`src/rtl/rv32_alu_pkg.sv`:
```
// Shared RV32 ALU definitions: selection codes, EX-unit FSM states and shift helpers.
// The ALU control block uses the same code constants, so keep them in step with it.
package rv32_alu_pkg;

    localparam int XLEN    = 32;
    localparam int SHAMT_W = 5;

    // 4-bit selection codes driven by ALU control
    localparam logic [3:0] ALU_AND  = 4'b0000;
    localparam logic [3:0] ALU_OR   = 4'b0001;
    localparam logic [3:0] ALU_ADD  = 4'b0010;
    localparam logic [3:0] ALU_XOR  = 4'b0011;
    localparam logic [3:0] ALU_SUB  = 4'b0110;
    localparam logic [3:0] ALU_LUI  = 4'b1000;
    localparam logic [3:0] ALU_SLL  = 4'b1001;
    localparam logic [3:0] ALU_SRL  = 4'b1010;
    localparam logic [3:0] ALU_SRA  = 4'b1011;
    localparam logic [3:0] ALU_SLT  = 4'b1100;
    localparam logic [3:0] ALU_SLTU = 4'b1101;

    // EX-unit control states: IDLE accepts work, SHIFT runs the serial shifter
    typedef enum logic {
        ST_IDLE  = 1'b0,
        ST_SHIFT = 1'b1
    } alu_state_e;

    // Direction/fill flavour of a serial shift
    typedef enum logic [1:0] {
        SH_SLL = 2'd0,
        SH_SRL = 2'd1,
        SH_SRA = 2'd2
    } shift_kind_e;

    // True for the three shift selection codes
    function automatic logic isShiftSel(input logic [3:0] sel);
        return (sel == ALU_SLL) || (sel == ALU_SRL) || (sel == ALU_SRA);
    endfunction

    // Maps a shift selection code onto the shifter's flavour
    function automatic shift_kind_e shiftKindOf(input logic [3:0] sel);
        shift_kind_e kind;
        case (sel)
            ALU_SLL: kind = SH_SLL;
            ALU_SRL: kind = SH_SRL;
            default: kind = SH_SRA;
        endcase
        return kind;
    endfunction

endpackage

```
`src/rtl/alu_serial_shifter.sv`:
```
// Serial barrel-shifter replacement: moves the operand one bit per step and counts
// the remaining shift amount down. o_data is the value after the step in progress,
// so the owner can capture the final result on the same edge as the last step.
module alu_serial_shifter
(
    input  logic                          clk,
    input  logic                          rst_n,
    input  logic                          i_load,
    input  logic                          i_step,
    input  logic                          i_clear,
    input  rv32_alu_pkg::shift_kind_e     i_kind,
    input  logic [rv32_alu_pkg::XLEN-1:0] i_data,
    input  logic [rv32_alu_pkg::SHAMT_W-1:0] i_shamt,
    output logic                          o_done,
    output logic [rv32_alu_pkg::XLEN-1:0] o_data
);
    import rv32_alu_pkg::*;

    shift_kind_e         r_kind;
    logic [XLEN-1:0]     r_data;
    logic [SHAMT_W-1:0]  r_count;
    logic [XLEN-1:0]     w_stepData;

    // One-bit shift of the held operand; SRA replicates the sign bit, others fill zero
    always_comb begin
        w_stepData = r_data;
        case (r_kind)
            SH_SLL:  w_stepData = {r_data[XLEN-2:0], 1'b0};
            SH_SRL:  w_stepData = {1'b0, r_data[XLEN-1:1]};
            SH_SRA:  w_stepData = {r_data[XLEN-1], r_data[XLEN-1:1]};
            default: w_stepData = r_data;
        endcase
    end

    // Operand/count registers: clear aborts, load starts, each step consumes one bit
    always_ff @(posedge clk or negedge rst_n) begin
        if (!rst_n) begin
            r_kind  <= SH_SLL;
            r_data  <= '0;
            r_count <= '0;
        end else if (i_clear) begin
            r_data  <= '0;
            r_count <= '0;
        end else if (i_load) begin
            r_kind  <= i_kind;
            r_data  <= i_data;
            r_count <= i_shamt;
        end else if (i_step && (r_count != '0)) begin
            r_data  <= w_stepData;
            r_count <= r_count - 1'b1;
        end
    end

    assign o_done = (r_count == SHAMT_W'(1));
    assign o_data = w_stepData;

endmodule

```
`src/rtl/ex_alu_unit.sv`:
```
// RV32 execute-stage ALU with valid/ready handshakes. Logic and arithmetic ops
// complete at the accept edge; shifts by a non-zero amount run serially, one bit
// per cycle, and block new work until their result is written.
module ex_alu_unit
(
    input  logic        clk,
    input  logic        rst_n,
    input  logic        in_valid,
    output logic        in_ready,
    input  logic [3:0]  alu_sel,
    input  logic [31:0] op_a,
    input  logic [31:0] op_b,
    input  logic        flush,
    output logic        out_valid,
    input  logic        out_ready,
    output logic [31:0] result,
    output logic        zero,
    output logic        lt,
    output logic        ltu,
    output logic        busy
);
    import rv32_alu_pkg::*;

    alu_state_e   r_state;
    alu_state_e   w_nextState;

    logic [31:0]  r_result;
    logic         r_zero;
    logic         r_lt;
    logic         r_ltu;
    logic         r_outValid;
    logic         r_pendLt;
    logic         r_pendLtu;

    logic         w_inReady;
    logic         w_accept;
    logic         w_isShift;
    logic         w_startShift;
    logic         w_writeNow;
    logic         w_shiftDone;
    logic         w_shDone;
    logic         w_lt;
    logic         w_ltu;
    logic [4:0]   w_shamt;
    logic [31:0]  w_aluResult;
    logic [31:0]  w_shData;

    assign w_lt         = $signed(op_a) < $signed(op_b);
    assign w_ltu        = op_a < op_b;
    assign w_shamt      = op_b[4:0];
    assign w_isShift    = isShiftSel(alu_sel);
    assign w_accept     = in_valid && w_inReady;
    assign w_startShift = w_accept && w_isShift && (w_shamt != 5'd0);
    assign w_writeNow   = w_accept && !w_startShift;
    assign w_shiftDone  = (r_state == ST_SHIFT) && w_shDone && !flush;

    // Single-cycle result; shifts by zero fall through as a copy of op_a
    always_comb begin
        w_aluResult = '0;
        case (alu_sel)
            ALU_AND:  w_aluResult = op_a & op_b;
            ALU_OR:   w_aluResult = op_a | op_b;
            ALU_ADD:  w_aluResult = op_a + op_b;
            ALU_SUB:  w_aluResult = op_a - op_b;
            ALU_XOR:  w_aluResult = op_a ^ op_b;
            ALU_SLL,
            ALU_SRL,
            ALU_SRA:  w_aluResult = op_a;
            ALU_SLT:  w_aluResult = {31'd0, w_lt};
            ALU_SLTU: w_aluResult = {31'd0, w_ltu};
            ALU_LUI:  w_aluResult = op_b;
            default:  w_aluResult = '0;
        endcase
    end

    alu_serial_shifter u_shifter (
        .clk     (clk),
        .rst_n   (rst_n),
        .i_load  (w_startShift),
        .i_step  (r_state == ST_SHIFT),
        .i_clear (flush),
        .i_kind  (shiftKindOf(alu_sel)),
        .i_data  (op_a),
        .i_shamt (w_shamt),
        .o_done  (w_shDone),
        .o_data  (w_shData)
    );

    // Control state register
    always_ff @(posedge clk or negedge rst_n) begin
        if (!rst_n) begin
            r_state <= ST_IDLE;
        end else begin
            r_state <= w_nextState;
        end
    end

    // Next state and input handshake; flush blocks acceptance and aborts a shift
    always_comb begin
        w_nextState = r_state;
        w_inReady   = (r_state == ST_IDLE) && (!r_outValid || out_ready) && !flush;
        case (r_state)
            ST_IDLE: begin
                if (w_startShift) begin
                    w_nextState = ST_SHIFT;
                end
            end
            ST_SHIFT: begin
                if (flush || w_shDone) begin
                    w_nextState = ST_IDLE;
                end
            end
            default: w_nextState = ST_IDLE;
        endcase
    end

    // Comparison flags of a shift are taken at accept and held until its result lands
    always_ff @(posedge clk or negedge rst_n) begin
        if (!rst_n) begin
            r_pendLt  <= 1'b0;
            r_pendLtu <= 1'b0;
        end else if (w_startShift) begin
            r_pendLt  <= w_lt;
            r_pendLtu <= w_ltu;
        end
    end

    // Output register: flush wins, then a fresh result, then consumer drain
    always_ff @(posedge clk or negedge rst_n) begin
        if (!rst_n) begin
            r_result   <= '0;
            r_zero     <= 1'b1;
            r_lt       <= 1'b0;
            r_ltu      <= 1'b0;
            r_outValid <= 1'b0;
        end else if (flush) begin
            r_outValid <= 1'b0;
        end else if (w_writeNow) begin
            r_result   <= w_aluResult;
            r_zero     <= (w_aluResult == '0);
            r_lt       <= w_lt;
            r_ltu      <= w_ltu;
            r_outValid <= 1'b1;
        end else if (w_shiftDone) begin
            r_result   <= w_shData;
            r_zero     <= (w_shData == '0);
            r_lt       <= r_pendLt;
            r_ltu      <= r_pendLtu;
            r_outValid <= 1'b1;
        end else if (r_outValid && out_ready) begin
            r_outValid <= 1'b0;
        end
    end

    assign in_ready  = w_inReady;
    assign out_valid = r_outValid;
    assign result    = r_result;
    assign zero      = r_zero;
    assign lt        = r_lt;
    assign ltu       = r_ltu;
    assign busy      = (r_state == ST_SHIFT);

endmodule

```
`config.mk`:
```
export PLATFORM = sky130hd
export DESIGN_NAME = ex_alu_unit
export DESIGN_NICKNAME = d
export VERILOG_FILES = /design/src/rtl/rv32_alu_pkg.sv /design/src/rtl/alu_serial_shifter.sv /design/src/rtl/ex_alu_unit.sv
export SDC_FILE = /design/constraint.sdc
export NUM_CORES = 1
export LEC_CHECK = 0
export ABC_AREA = 1
export CAP_MARGIN = 40
export CORE_MARGIN = 3
export CORE_UTILIZATION = 54
export CTS_CLUSTER_SIZE = 8
export DETAILED_ROUTE_END_ITERATION = 8
export HOLD_SLACK_MARGIN = 0.05
export PLACE_DENSITY = 0.81
export SLEW_MARGIN = 20
export SYNTH_ARGS = -nofsm -noshare
export SYNTH_HDL_FRONTEND = slang
export SYNTH_SLANG_ARGS = --single-unit
```
`constraint.sdc`:
```
create_clock -name clk -period 1.8 [get_ports clk]
set_clock_uncertainty 0.15 [all_clocks]
set_input_delay 0.27 -clock clk [delete_from_list [all_inputs] [get_ports clk]]
set_output_delay 0.27 -clock clk [all_outputs]
set_load 0.01 [all_outputs]
```
==> flow_summary_export.csv, run 1 <==
group,metric,value,unit
clock_network,htree_num_levels,3,
die,initial_core_util,55.9,%
clock_network,cts_hold_buf,1,
clock_network,cts-resized-gates,1019,
clock_network,cts-root-buf,"clkbuf_16",
synthesis,synth_edf_count,0,
clock_network,numCtsBuffers,9,
synthesis,yosysWarnings,0,
placement,io_buffer_count,110,
synthesis,syn_area,11500,sq um
die,die_h,152,um
die,ios,111,
die,rows,52,
synthesis,synthFlopType,"dfrtp_1",
clock_network,clockBufferDepth,2,
synthesis,synthArstFlopShare,100,%
clock_network,cts.sink_count,78,
run_status,failing_step,"clock tree synthesis (4_1_cts)",
run_status,tool.error,"[ERROR DPL-0033] detailed placement checks failed during check placement.",
run_status,status,"stopped before the end",
placement,gp_congestion,1.07,
synthesis,ys_ff_latch,78,
placement,hpwl,41.8,mm
synthesis,syn_nets,2197,
die,die_x,152,um
synthesis,synth_cell_type_count,50,
clock_network,post-cts-setup-buffers,91,
synthesis,syn_inst,2011,
synthesis,syn_area_per_cell,5.73,sq um
synthesis,yosysSeqAreaShare,16.9,%
-- through the flow --
step / utilization [%] / area [sq um] / setup WS [ns] / cells / TNS, ns
floorplan: - / 12500 / -0.382 / 2011 / -4.20
detailed placement: 81.8 / 16900 / -1.48 / 2750 / -73.39
global placement: 81.8 / 16900 / -1.41 / 2750 / -68.41
-- cell usage after synthesis (2+ instances only) --
cell type,n,area share (%)
nor2_1,198,6.4
clkinv_1,3,0.098
nand2_2,6,0.33
o21bai_1,6,0.39
nor2_2,13,0.71
nor3_1,14,0.61
and3_1,3,0.16
clkbuf_1,21,0.68
o21ai_1,8,0.35
buf_4,17,1.1
nand2_1,585,19
a21oi_1,73,3.2
a211oi_1,23,1.5
nand4_1,21,1.1
nand2_4,2,0.20
nand3_2,3,0.26
buf_1,5,0.16
inv_2,6,0.20
buf_2,36,1.6
nor4_1,3,0.16
o211ai_1,3,0.20
and2_1,4,0.22
nand3b_1,3,0.20
dfrtp_1,77,17
fa_1,2,0.35
nor2_4,3,0.29
a21oi_2,2,0.15
o221ai_1,7,0.53
a221o_1,6,0.52
a22o_1,3,0.23
o21ai_0,127,5.5
ha_1,111,12
inv_1,358,12
nand3_1,140,6.1
o22ai_1,93,5.0
a221oi_1,3,0.23
o21a_1,7,0.46
buf_6,2,0.20
xor2_1,3,0.23
-- cell families after synthesis --
family          share of synthesized area, %
buf+inv                                 15.8
flops                                   16.9
fa+ha+maj                               12.4
compound gates                          18.5
simple gates                            36.0
xor+xnor                               0.304
==> run 2: changes to the inputs <==
--- a/config.mk
+++ b/config.mk
@@ -8,11 +8,9 @@
 export ABC_AREA = 1
 export CAP_MARGIN = 40
 export CORE_MARGIN = 3
-export CORE_UTILIZATION = 54
-export CTS_CLUSTER_SIZE = 8
+export CORE_UTILIZATION = 40
 export DETAILED_ROUTE_END_ITERATION = 8
-export HOLD_SLACK_MARGIN = 0.05
-export PLACE_DENSITY = 0.81
+export PLACE_DENSITY_LB_ADDON = 0.15
 export SLEW_MARGIN = 20
 export SYNTH_ARGS = -nofsm -noshare
 export SYNTH_HDL_FRONTEND = slang
==> constraint.sdc (replaced) <==
create_clock -name clk -period 2.3 [get_ports clk]
set_clock_uncertainty 0.15 [all_clocks]
set_input_delay 0.345 -clock clk [delete_from_list [all_inputs] [get_ports clk]]
set_output_delay 0.345 -clock clk [all_outputs]
set_load 0.01 [all_outputs]
==> run 2 against run 1 <==
  * The flow now finishes, with violations (setup timing)
  * Synthesized area unchanged
  * Synthesized cell count unchanged
==> flow_summary_export.csv, run 2 <==
group,metric,value,unit
run_status,status,"finished with violations",
run_status,violations,"setup timing",
grt,grtUsageTotal,35.7,%
critical_path,crit_fanout,16,
clock_network,clk_pin_slew,0.06,ns
critical_path,worstPathRequired,2.42,ns
synthesis,syn_area,11500,sq um
layout,mostFrequentLayoutCells,"486 x buf_4, 331 x nand2_1, 222 x inv_1, 176 x nand2_2, 119 x inv_2",
layout,fin_nets,2834,
sta,hold_ws,0.308,ns
sta,fin_tns_setup,-0.608,ns
placement,io_buffer_count,110,
synthesis,synth_cell_type_count,50,
die,ios,111,
synthesis,syn_area_per_cell,5.73,sq um
layout,num-fill-cells,2272,
synthesis,yosysTopAreaCell,"nand2_1",
sta,hold_viol,0,
power,p_leak,10.8,nW
critical_path,crit_type,"in2reg",
power,clkPwrFrac,15.9,%
synthesis,synth_top_area_share,19.1,%
power,irDropWorstVdd,0.462,mV
die,die_h,176,um
routing,detail_route.wl_per_cell,19.3,um
die,rows,61,
sta,setup_viol,7,
synthesis,synth_edf_count,0,
layout,fin_area,21200,sq um
layout,multi_input_area,11000,sq um
power,switching_power,4.26,mW
job,cap_violations,0,
synthesis,synthFlopType,"dfrtp_1",
critical_path,crit_path_start_kind,"primary input",
die,initial_core_util,41.0,%
placement,placed_area,16600,sq um
synthesis,synth.most_common_cell,"nand2_1",
power,p_per_area,475,nW/um^2
layout,syn_to_final_growth,84.2,%
die,core_area,28100,sq um
die,die_x,176,um
clock_network,clkLatencyLatePin,0.34,ns
critical_path,r2r_slack,0,ns
routing,drtIter0Drc,1695,
routing,ant_nets,0,
routing,drc,0,
routing,dr.pass1.iters,6,
sta,final_max_slew_viol_count,0,
clock_network,htree_num_levels,3,
power,p_seq_share,19.1,%
sta,fmax,395,MHz
sta,finalCritPeriodShare,110,%
die,die_area,30900,sq um
sta,fin_ws,-0.230,ns
placement,gp_congestion,1.05,
synthesis,syn_inst,2011,
layout,diodes,0,
power,internal_power,5.83,mW
synthesis,yosysWarnings,0,
clock_network,cts_tree,"yes",
synthesis,ys_ff_latch,78,
layout,register_area,1950,sq um
critical_path,end_kind,"register",
grt,grt_pass1_wl,86.3,mm
power,combPwrFrac,65.0,%
clock_network,cts-root-buf,"clkbuf_16",
layout,fin_cells,3031,
grt,grt_max_degree,56,
critical_path,arrival,2.65,ns
sta,fin_crit,2.53,ns
layout,layout_commonest_cell,"buf_4",
synthesis,yosysSeqAreaShare,16.9,%
grt,grt-ovfl-total,0,
power,netSwitchingFraction,42.2,%
sta,worst_pin_slew,0.486,ns
routing,wirelength,58.5,mm
clock_network,numCtsBuffers,9,
grt,grt_pass1_vias,15688,
clock_network,cts.sink_count,78,
synthesis,synthArstFlopShare,100,%
sta,rsz0062_at_grt,"true",
sta,max_slew_margin,67.6,%
layout,drive_gt1_share,53.6,%
routing,routed_via_density,5.41,
synthesis,synthTopCellsByArea,"nand2_1 19%, dfrtp_1 17%, ha_1 12%",
routing,num_vias,16401,
grt,antenna_found_initial,0,
synthesis,synth.cells.most_frequent,"585 x nand2_1, 358 x inv_1, 198 x nor2_1",
placement,pre_cts_ws,-1.33,ns
hold_path,hold_path.class,"in2reg",
placement,hpwl,45.2,mm
clock_network,clockBufferDepth,2,
synthesis,syn_nets,2197,
placement,placedCellCount,2900,
## run 2: area by class of cell
type                    count  share of cell area (%)
repair buffers            708                    28.3
well taps                 378                    2.23
flip-flops and latches     78                    9.21
clock inverters             4                   0.448
clock buffers              12                    1.11
multi-input cells        1483                    51.8
inverters                 368                    6.84
## run 2: what timing repair did
item                                    CTS  global route
gates resized for setup                 957           405
pin swaps                               285           218
endpoints found under the setup margin   53            48
hold buffers                              1             0
buffers inserted                         78            50
hold endpoints to repair                 33             0
## run 2: through the flow
step / power, mW / utilization (%)
finish: 10.1 / 75.6
global route: 10.7 / 75.6
CTS: 9.44 / 70.1
detailed placement: 6.96 / 59.0
global placement: 6.91 / 59.0
floorplan: 4.33 / -
## run 2: power by group through the flow
stage | Clock (mW) | Combinational, mW | Sequential [mW]
2_1_floorplan | 0 | 2.36 | 1.97
3_3_place_gp | 0 | 4.98 | 1.92
3_5_place_dp | 0 | 5.03 | 1.94
4_1_cts | 1.61 | 5.91 | 1.92
5_1_grt | 1.68 | 7.00 | 1.97
6_report | 1.60 | 6.56 | 1.93
## run 2: path summary, 6_finish.rpt
path,cells past startpoint,start,to
worst max-delay path,17,alu_sel[0],zero
worst max register to register,13,u_shifter.r_kind[0],zero
worst min register to register,2,result[25],result[25]
min in group asynchronous,2,rst_n,u_shifter.r_count[0]
max in group asynchronous,3,rst_n,result[21]
worst min-delay path,4,op_a[28],u_shifter.r_data[28]
## run 2: cells by family (layout without fill, tap and decap cells)
group	count (synthesis)	in the layout	share of synthesized area (%)
adders and majority gates	113	113	12.4
xor gates and xnor gates	4	4	0.304
AOI/OAI and AO/OA	365	365	18.5
and+or+nand+nor	1001	1001	36.0
buffers and inverters	450	1092	15.8
DFF	78	78	16.9
## run 2: per-layer routing
metal,track usage (%),share of wire [%]
met1,49.4,42
met2,58.9,46
met3,3.55,7.6
met4,10.6,3.6
met5,0,0
## run 2: critical path, cell delays in order
cell and delay, ns:
dlygate4sd2_1 0.31, clkinv_2 0.11, nand2_1 0.08, nand2_2 0.12
buf_12 0.17, nor2_1 0.05, nor3_1 0.23, nand2_1 0.19
nor2_4 0.16, nand3_1 0.09, nor2_1 0.12, nand2_1 0.08
nor2_2 0.14, nand3_2 0.11, nor2_1 0.12, nand2_1 0.08
a21oi_2 0.11
Power figures use the tool's default switching activity.
==> run 3: changes to the inputs <==
--- a/config.mk
+++ b/config.mk
@@ -5,7 +5,6 @@
 export SDC_FILE = /design/constraint.sdc
 export NUM_CORES = 1
 export LEC_CHECK = 0
-export ABC_AREA = 1
 export CAP_MARGIN = 40
 export CORE_MARGIN = 3
 export CORE_UTILIZATION = 40
==> run 3 against run 2 <==
  * The run still ends with setup timing left
  * Register-to-register slack worse by 1.1 ns
  * Sequential cell count did not move
  * Via count is 12% lower
  * Sequential power increased by 4%
  * Worst setup slack got worse by 1.4 ns
  * Cell area shrank 13%
  * First-iteration DRC count down 18%
  * Largest power group unchanged
  * Highest routed layer unchanged
==> flow_summary_export.csv, run 3 <==
group,metric,value,unit
run_status,status,"finished with violations",
run_status,violations,"setup timing",
synthesis,syn_area_per_cell,7.13,sq um
die,core_area,25500,sq um
clock_network,clk_pin_slew,0.07,ns
die,die_area,28400,sq um
placement,placed_area,16100,sq um
die,initial_core_util,41.4,%
layout,drive_gt1_share,45.7,%
die,die_h,169,um
synthesis,ys_ff_latch,78,
power,irDropWorstVdd,0.639,mV
placement,gp_congestion,1.04,
die,rows,58,
synthesis,synth_cell_type_count,84,
die,ios,111,
routing,drc,0,
routing,drtIter0Drc,1384,
sta,final_max_slew_viol_count,0,
critical_path,crit_fanout,3,
grt,grtUsageTotal,36.4,%
synthesis,yosysSeqAreaShare,18.5,%
layout,fin_util,72.7,%
sta,setup_viol,34,
layout,fin_nets,2285,
sta,max_slew_margin,59.6,%
hold_path,hold_path.class,"in2reg",
grt,grt_max_degree,71,
synthesis,synth-compound-area-share,34.6,%
grt,grt-ovfl-total,0,
synthesis,synthTopCellsByArea,"dfrtp_1 18%, ha_1 13%, o21ai_0 8.0%",
synthesis,yosysWarnings,0,
clock_network,clkLatencyLatePin,0.36,ns
sta,hold_viol,0,
power,p_leak,8.47,nW
critical_path,crit_type,"in2reg",
critical_path,cp-startpoint,"op_b[0]",
routing,ant_nets,0,
clock_network,cts_tree,"yes",
routing,wl_met1,23.0,mm
synthesis,synth_top_area_share,18.2,%
routing,num_vias,14427,
sta,finalCritPeriodShare,169,%
clock_network,cts-root-buf,"clkbuf_16",
critical_path,r2r_slack,-1.07,ns
sta,rsz0062_at_grt,"true",
synthesis,synthFlopType,"dfrtp_1",
synthesis,synthArstFlopShare,100,%
sta,hold_ws,0.269,ns
critical_path,worstPathRequired,2.42,ns
synthesis,syn_nets,1670,
critical_path,arrival,4.01,ns
synthesis,yosys.area_share.simple,20.0,%
sta,fmax,257,MHz
clock_network,htree_num_levels,3,
sta,fin_crit,3.89,ns
layout,layout_commonest_cell,"buf_4",
routing,highest_layer,"met4",
clock_network,clockBufferDepth,2,
grt,grt_pass1_wl,80.7,mm
synthesis,synthAdderAreaFrac,13.5,%
routing,wirelength,54.4,mm
routing,wl_met3,3.99,mm
synthesis,syn_area,10600,sq um
grt,antenna_found_initial,0,
synthesis,synthXorXnorAreaFrac,0.911,%
placement,io_buffer_count,110,
sta,fin_ws,-1.59,ns
routing,met2WireLength,24.5,mm
grt,grt_pass1_vias,14014,
job,cap_violations,0,
layout,syn_to_final_growth,75.6,%
sta,fin_tns_setup,-26.79,ns
synthesis,synth.most_common_cell,"o21ai_0",
critical_path,crit_path_start_kind,"primary input",
synthesis,syn_inst,1484,
synthesis,synth.cells.most_frequent,"169 x o21ai_0, 158 x nand2_1, 126 x a21oi_1",
synthesis,synth_top_family_by_area,"compound AO/OA/AOI/OAI gates",
routing,detail_route.wl_per_cell,22.3,um
sta,worst_pin_slew,0.601,ns
routing,dr.pass1.iters,5,
synthesis,yosysTopAreaCell,"dfrtp_1",
layout,mostFrequentLayoutCells,"532 x buf_4, 145 x nand2_1, 114 x o21ai_0, 99 x nor2_1, 86 x a21oi_1",
clock_network,cts.sink_count,78,
layout,fin_area,18600,sq um
routing,routed_via_density,5.92,
synthesis,synth_edf_count,0,
synthesis,synth.area.mux_share,4.54,%
power,p_per_area,526,nW/um^2
hold_path,hp-start,"op_b[2]",
placement,hpwl,41.3,mm
clock_network,numCtsBuffers,9,
critical_path,end_kind,"register",
critical_path,worstReg2RegStart,"out_valid",
placement,pre_cts_ws,-2.50,ns
die,die_x,169,um
run 3: final timing paths:
check	to	depth (start not counted)
min reg2reg	result[31]	2
min	u_shifter.r_count[2]	4
min in group asynchronous	result[28]	2
max reg2reg	zero	13
max in group asynchronous	zero	3
max	zero	16
run 3: layer usage:
metal  vias up  track usage, %
li1       6646               -
met2       738            59.4
met1      6855            48.2
met3       188            4.69
met5         -               0
met4         0            16.1
run 3: per-stage QoR:
stage               power (mW)  std cells
finish                    9.77       2435
detailed placement        7.20       2346
global placement          7.12       2346
CTS                       9.36       2410
global route              10.3       2434
floorplan                 4.33       1484
run 3: cell families (layout without fill, tap and decap cells):
family / count (synthesis) / in the layout
compound gates: 564 / 564
other cells: 0 / 1
fa+ha+maj: 113 / 113
simple gates: 454 / 454
flops: 78 / 78
xor+xnor: 11 / 11
buf+inv: 217 / 837
mux: 47 / 47
run 3: critical path, cell delays in order:
cell,delay [ns]
buf_8,0.08
ha_4,0.12
inv_2,0.03
fa_2,0.34
and2b_2,0.27
o2111ai_4,0.13
a31oi_4,0.26
nor3_4,0.08
o41a_4,0.47
o41ai_4,0.40
or3_4,0.19
nand4_1,0.15
or4_4,0.56
nor4b_4,0.25
nand3_1,0.12
o31ai_2,0.19
run 3: cell type report:
type | instances | area, sq um
diodes | 1 | 2.50
clock buffers | 10 | 239
clock inverters | 6 | 92.6
fillers | 2086 | 6980
inverters | 111 | 434
multi-input cells | 1189 | 9550
flip-flops and latches | 78 | 1950
well taps | 330 | 413
repair buffers | 710 | 5880
run 3: power breakdown:
part | internal, mW | total, mW | switching, mW
registers | 1.72 | 2.00 | 0.281
clock network | 0.987 | 1.64 | 0.649
logic | 3.05 | 6.13 | 3.08
total | 5.76 | 9.77 | 4.01
run 3: what timing repair did:
item | 4_1_cts | 5_1_grt
pin swaps | 98 | 80
hold buffers | 1 | 0
setup buffers | 47 | 31
gates cloned | 2 | 1
resized for setup | 389 | 138
endpoints found under the hold margin | 35 | 0
setup endpoints to repair | 40 | 53
==> run 4: changes to the inputs <==
==> constraint.sdc (replaced) <==
create_clock -name clk -period 3.62 [get_ports clk]
set_clock_uncertainty 0.15 [all_clocks]
set_input_delay 0.543 -clock clk [delete_from_list [all_inputs] [get_ports clk]]
set_output_delay 0.543 -clock clk [all_outputs]
set_load 0.01 [all_outputs]
==> run 4 against run 3 <==
  * The run still ends with setup timing left
  * Count of clock-buffer cells in the layout rose by 1
  * Sequential share of layout area rose by 1.2 points
  * Critical path depth did not move
  * Worst setup slack improved by 1.3 ns
  * Clock power fell by 47%
  * Highest routed layer is now met5
==> flow_summary_export.csv, run 4 (synthesis gave the netlist of run 3 again) <==
group,metric,value,unit
sta,rsz0062_at_grt,"true",
layout,drive_gt1_share,37.5,%
power,netSwitchingFraction,42.1,%
layout,mostFrequentLayoutCells,"449 x buf_4, 156 x nand2_1, 151 x o21ai_0, 111 x nor2_1, 99 x a21oi_1",
sta,finalCritPeriodShare,107,%
placement,gp_congestion,1.00,
routing,wirelength,49.0,mm
routing,dr.pass1.iters,8,
grt,antenna_found_initial,1,
critical_path,end_kind,"register",
clock_network,cts.sink_count,78,
sta,fmax,258,MHz
grt,grt_pass1_wl,74.0,mm
clock_network,cts-root-buf,"clkbuf_16",
critical_path,worstPathRequired,3.72,ns
sta,max_slew_margin,47.1,%
clock_network,numCtsBuffers,9,
placement,hpwl,38.1,mm
clock_network,clkLatencyLatePin,0.34,ns
layout,layout_commonest_cell,"buf_4",
clock_network,clockBufferDepth,2,
die,ios,111,
grt,grtUsageTotal,32.8,%
critical_path,crit_path_start_kind,"primary input",
routing,drtIter0Drc,1450,
grt,grt-ovfl-total,0,
sta,hold_ws,0.0989,ns
power,p_leak,7.61,nW
sta,worst_pin_slew,0.794,ns
clock_network,clk_pin_slew,0.06,ns
layout,diodes,0,
hold_path,hold_path.class,"in2async",
routing,ant_nets,0,
power,p_seq_share,23.7,%
routing,routed_via_density,5.95,
die,rows,58,
placement,placedCellCount,2233,
clock_network,htree_num_levels,3,
clock_network,cts_tree,"yes",
critical_path,arrival,3.98,ns
die,core_area,25500,sq um
run_status,status,"finished with violations",
clock_network,cts_hold_buf,0,
placement,io_buffer_count,110,
die,die_x,169,um
die,die_h,169,um
routing,num_vias,13711,
die,initial_core_util,41.4,%
sta,setup_viol,4,
power,irDropWorstVdd,0.407,mV
die,die_area,28400,sq um
routing,detail_route.wl_per_cell,21.3,um
power,internal_power,3.12,mW
grt,grt_max_degree,71,
grt,grt_pass1_vias,13013,
sta,final_max_slew_viol_count,0,
power,clkPwrFrac,16.2,%
critical_path,crit_type,"in2reg",
power,p_per_area,325,nW/um^2
sta,fin_ws,-0.257,ns
critical_path,crit_fanout,4,
sta,hold_viol,0,
layout,fin_nets,2154,
routing,drc,0,
layout,fin_cells,2303,
power,combPwrFrac,60.1,%
job,cap_violations,0,
layout,syn_to_final_growth,57.2,%
sta,fin_crit,3.88,ns
run_status,violations,"setup timing",
power,switching_power,2.27,mW
## run 4: cell count changes in the layout (fill, tap and decap cells not counted), sizes merged, moves of 2 or more
cell,previous run,this run
dlymetal6s2s,0,5
buf,611,480
clkbuf,25,23
clkinv,1,3
bufinv,2,0
clkdlybuf4s50,66,64
## run 4: what timing repair did
action / CTS / global route
pin swaps: 57 / 73
resized for setup: 222 / 160
endpoints found under the setup margin: 24 / 19
buffers inserted: 32 / 24
## run 4: power by group through the flow
| stage | registers (mW) | logic [mW] | clock network, mW |
|---|---|---|---|
| floorplan | 1.30 | 1.37 | 0 |
| global placement | 1.28 | 2.81 | 0 |
| detailed placement | 1.29 | 2.84 | 0 |
| CTS | 1.28 | 3.02 | 0.880 |
| global route | 1.31 | 3.50 | 0.914 |
| finish | 1.28 | 3.24 | 0.872 |
## run 4: critical path, stage by stage
cell and delay (ns):
buf_8 0.09, ha_4 0.13, inv_2 0.03, fa_2 0.34
and2b_1 0.23, o2111ai_2 0.14, a31oi_2 0.19, nor3_2 0.07
o41a_4 0.48, nand3b_1 0.19, a32oi_2 0.25, nand4bb_1 0.14
or4_4 0.57, nor4b_4 0.26, nand3_1 0.12, o31ai_2 0.20
## run 4: worst paths after layout
| check | depth (start not counted) | end | slack, ns | from |
|---|---|---|---|---|
| worst max-delay path | 16 | zero | -0.26 | op_b[0] |
| worst min-delay path | 1 | u_shifter.r_count[3] | 0.1 | rst_n |
| worst max register to register | 13 | zero | 0.28 | out_valid |
| worst min register to register | 2 | result[23] | 0.32 | result[23] |
| max in group asynchronous | 2 | zero | 2.47 | rst_n |
| min in group clk | 2 | result[23] | 0.32 | result[23] |
## run 4: metrics by stage
stage | worst slack, ns | power [mW] | utilization [%] | TNS, ns | cell area (sq um)
6_report | -0.257 | 5.39 | 65.1 | -0.302 | 16600
5_1_grt | -0.408 | 5.72 | 65.1 | -0.937 | 16600
4_1_cts | -0.377 | 5.18 | 62.4 | -0.448 | 15900
3_5_place_dp | -1.25 | 4.13 | 58.3 | -20.24 | 14900
3_3_place_gp | -1.15 | 4.09 | 58.3 | -19.29 | 14900
2_1_floorplan | -0.169 | 2.67 | - | -0.169 | 10600
## run 4: layout make-up
class / count / area [sq um]
fill: 2332 / 8920
timing repair buffer: 579 / 4660
clock inverter: 5 / 33.8
clock buffer: 11 / 253
inverter: 111 / 429
multi-input combinational: 1189 / 8880
sequential: 78 / 1950
tap: 330 / 413
## run 4: layer usage
layer	global-route usage, %	up-vias	part of all wire [%]
met3	4.09	138	7.8
met5	0	-	0.027
met2	52.7	695	45
met4	9.64	2	3.6
li1	-	6361	-
met1	46.2	6515	43
